File: src/rtl/regfile_pkg.sv
// Shared constants and types for the Simple RISC Machine register file.
// Holds the default configuration used by the top module and its storage cells.
`timescale 1ns/1ps
package regfile_pkg;

  localparam int REGFILE_N     = 16;
  localparam int REGFILE_NREGS = 8;
  localparam int REGFILE_AW    = $clog2(REGFILE_NREGS);

  typedef logic [REGFILE_AW-1:0] reg_idx_t;

endpackage

File: src/rtl/load_register_ar.sv
// n-bit load-enabled register with asynchronous active-low clear.
// One instance per architectural register inside regfile_scoreboard.
`timescale 1ns/1ps
module load_register_ar
  import regfile_pkg::*;
#(
  parameter int n = REGFILE_N
) (
  input  logic         clk,
  input  logic         rst_n,
  input  logic         load,
  input  logic [n-1:0] d,
  output logic [n-1:0] q
);

  always_ff @(posedge clk or negedge rst_n) begin
    if (!rst_n)
      q <= '0;
    else if (load)
      q <= d;
  end

endmodule

File: src/rtl/regfile_scoreboard.sv
// Register file with per-register busy scoreboard, two combinational read
// ports and same-cycle writeback bypass on both data and busy status.
`timescale 1ns/1ps
module regfile_scoreboard
  import regfile_pkg::*;
#(
  parameter  int n     = REGFILE_N,
  parameter  int NREGS = REGFILE_NREGS,
  localparam int AW    = $clog2(NREGS)
) (
  input  logic             clk,
  input  logic             rst_n,
  input  logic             write,
  input  logic [AW-1:0]    writenum,
  input  logic [n-1:0]     data_in,
  input  logic             issue,
  input  logic [AW-1:0]    issue_num,
  input  logic [AW-1:0]    readnum_a,
  input  logic [AW-1:0]    readnum_b,
  output logic [n-1:0]     data_a,
  output logic [n-1:0]     data_b,
  output logic             busy_a,
  output logic             busy_b,
  output logic [NREGS-1:0] busy_vec
);

  logic [n-1:0]     regs [NREGS];
  logic [NREGS-1:0] busy;
  logic             hit_a;
  logic             hit_b;

  for (genvar i = 0; i < NREGS; i++) begin : g_reg
    load_register_ar #(.n(n)) u_reg (
      .clk   (clk),
      .rst_n (rst_n),
      .load  (write && (writenum == AW'(i))),
      .d     (data_in),
      .q     (regs[i])
    );
  end

  // A new claim is younger than the retiring write, so issue beats writeback.
  always_ff @(posedge clk or negedge rst_n) begin
    if (!rst_n) begin
      busy <= '0;
    end else begin
      for (int i = 0; i < NREGS; i++) begin
        if (issue && (issue_num == AW'(i)))
          busy[i] <= 1'b1;
        else if (write && (writenum == AW'(i)))
          busy[i] <= 1'b0;
      end
    end
  end

  always_comb begin
    hit_a  = write && (writenum == readnum_a);
    hit_b  = write && (writenum == readnum_b);
    data_a = hit_a ? data_in : regs[readnum_a];
    data_b = hit_b ? data_in : regs[readnum_b];
    busy_a = busy[readnum_a] && !hit_a;
    busy_b = busy[readnum_b] && !hit_b;
  end

  assign busy_vec = busy;

endmodule

File: config.mk
export PLATFORM = sky130hd
export DESIGN_NAME = regfile_scoreboard
export DESIGN_NICKNAME = d
export VERILOG_FILES = /design/src/rtl/regfile_pkg.sv /design/src/rtl/load_register_ar.sv /design/src/rtl/regfile_scoreboard.sv
export SDC_FILE = /design/constraint.sdc
export NUM_CORES = 1
export LEC_CHECK = 0
export ABC_AREA = 1
export BUFFER_PORTS_ARGS = -buffer_cell sky130_fd_sc_hd__buf_2
export CELL_PAD_IN_SITES_DETAIL_PLACEMENT = 1
export CELL_PAD_IN_SITES_GLOBAL_PLACEMENT = 1
export CORE_ASPECT_RATIO = 1.1
export CORE_UTILIZATION = 39
export CTS_CLUSTER_DIAMETER = 100
export DETAILED_ROUTE_END_ITERATION = 8
export PLACE_DENSITY_LB_ADDON = 0.1
export RECOVER_POWER = 100
export SYNTH_ARGS = -nofsm -noshare
export SYNTH_HDL_FRONTEND = slang
export SYNTH_SLANG_ARGS = --single-unit
File: constraint.sdc
create_clock -name clk -period 2 [get_ports clk]
set_input_delay 0.6 -clock clk [delete_from_list [all_inputs] [get_ports clk]]
set_output_delay 0.6 -clock clk [all_outputs]
set_load 0.01 [all_outputs]
==> key figures, run 1 <==
Clocking
  – CTS Buffer Depth: 2
  – Sinks on Clock Net: 136
  – Clock latency on the worst-skew pair: 0.44 ns
  – CTS Buf Count: 17
  – Clock transition at path regs: 0.07 ns
  – Clk root buf: clkbuf_16
  – Hold-fix buffers, CTS: 0
  – CTS tree: yes
  – H-tree levels: 4

Placement
  – DP HPWL: about 23000 um
  – Setup WS pre-CTS: -0.408 ns
  – Gpl congestion: 0.835
  – Cell Area, Placed: roughly 10000 um^2
  – Input/output buffers: 73

Layout
  – Area grow syn2layout: 37.4%
  – Utilization after layout: 55.2%
  – Inserted Diodes: 0
  – Layout cell share with drive strength beyond 1: 24.0%
  – Final nets: 1399
  – Design area: 11400 um^2

Yosys
  – Share of the synthesized area in the top cell type: between 40% and 50%
  – Cell Area, Synth: 8320 um^2
  – YS warnings: 0
  – Cell variety after synth: 26
  – Register bit total from synthesis: 136
  – Synth Net Count: approximately 1300
  – Synth area leaders: dfrtp_1 41%, nand2_1 21%, nand3_1 15%
  – Sequential share of the synthesized area: between 40% and 50%
  – Mean Syn Cell Area: 6.61 um^2
  – Area leader, netlist: dfrtp_1
  – Post-Syn Instances: roughly 1300

Status
  – Violated checks: max-capacitance violations, max-slew violations, negative setup slack
  – Status: finished, violations left

Pwr
  – Seq pwr share: between 30% and 40%
  – Clock Power Share: 32.3%
  – VDD IR max: 0.624 mV
  – Leakage: about 5.8 nW
  – Logic gate share of total power: 31.3%
  – Cell Int Power: ~0.0061 W
  – Total power: around 0.0099 W
  – Sw frac: a little under two fifths
  – P_sw: 0.00373 W
  – Pwr per Cell Area: 862 nW/um^2

Die
  – Die height: 155 um
  – Core footprint: 20700 um^2
  – Die width: 141 um
  – I/O pin count: 74
  – Starting Density: 40.2%
  – Site Rows: 55
  – Die Area: 21900 um^2

Timing
  – Max Clk Rate: between 400 and 500 MHz
  – Finish-stage setup viols: 34
  – Final min period: ~2.3 ns
  – Fin Hold WS: 0.396 ns
  – Setup repair after global routing missed its margin: true
  – Period utilisation layout: 116%
  – Worst Max-Slew Pin Slew: between 1.5 and 2 ns
  – Final Hold Violating Endpoints: 0
  – Clock skew: 0 ns
  – Slew Viols, Final: 28
  – Relative slew margins: -10.9%
  – Post-route setup slack: -0.322 ns

Critical path
  – Max FO, Critical Path: 46
  – Critical path class: input port to output pin
  – FF-to-FF Start: g_reg[7].u_reg.q[1]
  – Nature of the critical path endpoint: output pin
  – WP data arrival: 1.72 ns
  – WP data required: 1.40 ns
  – Critical Path Source: readnum_a[0]
  – CP startpoint kind: input port

Detailed routing
  – Final WL: 37600 um
  – DRT Pass-1 Iters: 5
  – Via/cell ratio: 5.62
  – DR vias: 9358
  – Drt drc: 0
  – WL/cell: 22.6 um
  – Routed Antenna Nets: 0
  – DR iter-0 viols: 730

Worst hold path
  – Min-delay src: issue_num[1]
  – Min-Delay Path Class: input port to register

Global route
  – First-pass GRT wire length: approximately 55000 um
  – GRT Overall Usage: 33.9%
  – Vias in the first global route: 9510
  – Initial antenna violation count: 0
  – Overflow after GRT: 0
  – Largest net degree at the start of global routing: 47

Run
  – Max-cap viol count: 1
## worst max-delay path, stage by stage
cell and delay (ns):
buf_12 0.11, buf_12 0.24, nand2_1 0.11, nand3_1 0.16, nand3_1 0.11, nand2_1 0.13
nand2_4 0.06, nand2_4 0.06, buf_6 0.10
## metrics by stage
step	setup TNS [ns]	std cells
3_3_place_gp	-11.87	1615
4_1_cts	-7.12	1659
3_5_place_dp	-12.19	1615
5_1_grt	-11.72	1665
6_report	-9.51	1665
2_1_floorplan	-0.0644	1258
## worst paths after layout
check	endpoint	slack (ns)	cells after the start
worst max-delay path	data_a[14]	-0.32	9
worst min-delay path	busy_vec[4]	0.40	2
worst max register to register	g_reg[7].u_reg.q[1]	1.10	2
worst min register to register	g_reg[5].u_reg.q[12]	0.49	2
max in group asynchronous	g_reg[4].u_reg.q[4]	0.26	2
min in group asynchronous	g_reg[5].u_reg.q[0]	0.58	1
## routing by layer
| layer | track usage (%) | vias to the layer above | share of wire [%] |
|---|---|---|---|
| li1 | - | 4218 | - |
| met1 | 41.3 | 4634 | 40 |
| met2 | 58.2 | 391 | 50 |
| met3 | 4.68 | 115 | 5.4 |
| met4 | 17.9 | 0 | 4.9 |
| met5 | 0 | - | 0 |
## cell families after synthesis
group / share of synthesized area [%]
flip-flops: 40.9
AO/OA/AOI/OAI: 9.19
AND/OR/NAND/NOR: 38.1
buffers and inverters: 11.8
## cell usage after synthesis, drive strengths merged
cell,instances
nand2,461
nor2,19
o21ai,134
a21oi,2
clkbuf,33
o22ai,1
o31ai,2
nor3,1
buf,47
nand3,257
inv,158
o211ai,2
a22o,2
dfrtp,136
a32o,3
## sequential cells by signal (all words and copies together) (netlist names)
name       cells
g.u_reg.q    128
busy_vec       8
## cell usage in the layout, fill, tap and decap left out, drive strengths merged, types with 3 or more instances in the layout
| cell type | n |
|---|---|
| nor2 | 19 |
| o21ai | 134 |
| a32o | 3 |
| nand3 | 257 |
| clkbuf | 48 |
| dfrtp | 136 |
| buf | 137 |
| nand2 | 462 |
| inv | 169 |
## layout make-up
class                   count  area (um^2)
well taps                 285          357
inverters                 158          641
clock buffers              17          425
repair buffers            169         1810
clock inverters            15          149
flip-flops and latches    136         3400
multi-input cells         885         4650
fillers                  2624         9280
## repair_timing
action | 4_1_cts | 5_1_grt
buffers inserted | 5 | 2
gates resized for setup | 148 | 49
gates cloned | 7 | 4
endpoints found under the setup margin | 34 | 34
pin swaps | 45 | 21
## power groups by stage
stage / combinational (W) / clock (W) / sequential [W]
after global routing: 0.00337 / 0.00330 / 0.00365
after global placement: 0.00245 / 0 / 0.00359
final: 0.00308 / 0.00318 / 0.00359
after floorplan: 0.00162 / 0 / 0.00355
after CTS: 0.00290 / 0.00319 / 0.00357
after detailed placement: 0.00253 / 0 / 0.00361
No activity file was read; power rests on OpenSTA's default activity.
==> run 2: changes to the inputs <==
- CAP_MARGIN: not set -> 20
- PLACE_DENSITY: not set -> 0.85
- PLACE_DENSITY_LB_ADDON: 0.1 -> not set
==> run 2 against run 1 <==
Compared with the run above:
- hold slack gained 0.0077 ns
- wire length grew 19%
- design area shrank 3.0%
- utilization shrank 1.6 points
- highest routed layer is now met5
- die area is the same
- count of clock-buffer cells in the layout grew 1
- the flow finishes with violations (negative setup slack)
- via count grew 13%
- non-clock buffer count shrank 4
- clock skew is the same
- fmax shrank 7.7%
- sequential cell count is the same
==> key figures, run 2 (same netlist as run 1, synthesis figures left out) <==
Status
  – Status: finished, violations left
  – Violated checks: negative setup slack

Clocking
  – Sinks on Clock Net: 136 (unchanged)
  – CTS Buf Count: 17 (unchanged)
  – Clock transition at path regs: 0.06 ns (about the same)
  – Clock latency on the worst-skew pair: 0.44 ns (about the same)
  – CTS Buffer Depth: 2 (unchanged)
  – CTS tree: yes
  – H-tree levels: 4 (unchanged)
  – Clk root buf: clkbuf_16
  – Hold-fix buffers, CTS: 0 (unchanged)

Global route
  – Initial antenna violation count: 1 (+1)
  – First-pass GRT wire length: 63400 um (+15%)
  – GRT Overall Usage: 38.9% (+5.0 points)
  – Gr busiest metal: met2
  – Largest net degree at the start of global routing: 41 (-13%)
  – Met2 Track Usage GR: 62.3% (+4.1 points)
  – M3 GR Usage: 10.8% (+6.1 points)
  – Vias in the first global route: 10995 (+16%)
  – Overflow after GRT: 0 (unchanged)
  – GRT met1 Usage: 44.4% (+3.0 points)

Placement
  – Input/output buffers: 73 (unchanged)
  – DP HPWL: 22900 um (+1.1%)
  – Placed cell count: 1616 (+0.062%)
  – Cell Area, Placed: 9740 um^2 (-0.56%)
  – Gpl congestion: 0.871 (+4.3%)

Layout
  – Largest register by flop count: g.u_reg.q
  – Final nets: 1394 (-0.36%)
  – Max FFs per register: 128 (unchanged)
  – Layout cell share with drive strength beyond 1: 22.5% (-1.4 points)
  – Utilization after layout: 53.6% (-1.6 points)
  – Commonest non-fill, non-tap cells in the layout: 410 x nand2_1, 200 x nand3_1, 150 x inv_1
  – Most common cell after layout, fill and taps aside: nand2_1
  – Area grow syn2layout: 33.4%
  – Inserted Diodes: 0 (unchanged)
  – Design area: 11100 um^2 (-3.0%)
  – Fillers: 2605 (-0.72%)
  – Layout Cells excl Fill: 1660 (-0.30%)

Worst hold path
  – Hold depth: 2 (unchanged)
  – Min-delay src: issue_num[1]
  – Hold Path End: busy_vec[4]
  – Min-Delay Path Class: input port to register

Critical path
  – CP startpoint kind: input port
  – Reg-to-Reg End: g_reg[1].u_reg.q[11]
  – Critical path class: input port to output pin
  – Setup slack, reg-to-reg: 0.99 ns (-0.11 ns)
  – R2R depth: 2 (unchanged)
  – WP data arrival: 1.91 ns (+0.19 ns)
  – Nature of the critical path endpoint: output pin
  – Max FO, Critical Path: 21 (-54%)
  – FF-to-FF Start: g_reg[1].u_reg.q[11]
  – WP data required: 1.40 ns (about the same)

Pwr
  – Leakage: 5.71 nW (-1.3%)
  – Total power: 0.0103 W (+5.0%)
  – Pwr per Cell Area: 932 nW/um^2 (+8.2%)
  – VDD IR max: 0.659 mV (+5.5%)

Die
  – Starting Density: 40.2% (unchanged)
  – Core footprint: 20700 um^2 (unchanged)
  – Die width: 141 um (unchanged)
  – Die Area: 21900 um^2 (unchanged)
  – Die height: 155 um (unchanged)
  – Site Rows: 55 (unchanged)
  – I/O pin count: 74 (unchanged)

Timing
  – Worst Max-Slew Pin Slew: 1.25 ns (-0.415 ns)
  – Setup TNS Final: -12.13 ns (-2.62 ns)
  – Final min period: 2.51 ns (+0.192 ns)
  – Post-route setup slack: -0.515 ns (-0.192 ns)
  – Slew Viols, Final: 0 (-100%)
  – Finish-stage setup viols: 42 (+24%)
  – Clock skew: 0 ns (unchanged)
  – Final Hold Violating Endpoints: 0 (unchanged)
  – Relative slew margins: 16.8% (+28 points)
  – Period utilisation layout: 126% (+9.6 points)
  – Max Clk Rate: 398 MHz (-7.7%)
  – Setup repair after global routing missed its margin: true

Detailed routing
  – DR iter-0 viols: 1202 (+65%)
  – DRT Pass-1 Iters: 7 (+2)
  – DR vias: 10614 (+13%)
  – WL/cell: 27.1 um (+20%)
  – Routed Antenna Nets: 0 (unchanged)
  – Drt drc: 0 (unchanged)
  – Final WL: 44900 um (+19%)
  – Via/cell ratio: 6.39 (+14%)

Run
  – Max-cap viol count: 0 (-1)
run 2: cell type report:
type                    instances  area (um^2)  area share (%)
multi-input cells             884         4500            40.5
flip-flops and latches        136         3400            30.7
repair buffers                165         1600            14.4
inverters                     158          637            5.74
clock buffers                  18          439            3.96
well taps                     285          357            3.21
clock inverters                14          164            1.48
run 2: how the worst max path moves through the flow:
stage	from	end	slack [ns]	cells after the start
after detailed placement	readnum_b[0]	data_b[8]	-0.39	9
after global routing	g_reg[6].u_reg.q[7]	data_a[7]	-0.52	7
after floorplan	readnum_a[0]	data_a[10]	-0.005	9
final	readnum_a[0]	data_a[6]	-0.51	9
after global placement	readnum_b[0]	data_b[7]	-0.36	8
after CTS	writenum[1]	data_a[5]	-0.29	10
run 2: stage by stage:
| stage | setup WS [ns] | hold slack (ns) |
|---|---|---|
| floorplan | -0.00461 | 0.304 |
| global placement | -0.364 | 0.466 |
| detailed placement | -0.389 | 0.473 |
| CTS | -0.288 | 0.0971 |
| global route | -0.517 | 0.420 |
| finish | -0.515 | 0.403 |
run 2: worst max-delay path: stages:
cell	delay, ns
buf_8	0.11
inv_6	0.13
buf_8	0.22
nand2_1	0.18
nand3_1	0.17
nand3_1	0.18
nand3_2	0.13
nand2_2	0.06
buf_6	0.12
run 2: where the power goes:
group	internal [W]	switching, W
Combinational	0.00110	0.00213
Clock	0.00190	0.00154
Sequential	0.00327	0.000397
run 2: routing by layer:
| metal | vias up | wire length (um) | share of wire, % |
|---|---|---|---|
| li1 | 4208 | - | - |
| met1 | 5109 | 15500 | 35 |
| met2 | 909 | 20100 | 45 |
| met3 | 384 | 5180 | 12 |
| met4 | 4 | 4030 | 9.0 |
| met5 | - | 72 | 0.16 |
run 2: what timing repair did:
| item | CTS | global route |
|---|---|---|
| gates cloned | 6 | 0 |
| endpoints found under the setup margin | 34 | 35 |
| pin swaps | 22 | 26 |
| gates resized for setup | 85 | 74 |
| buffers inserted | 7 | 1 |
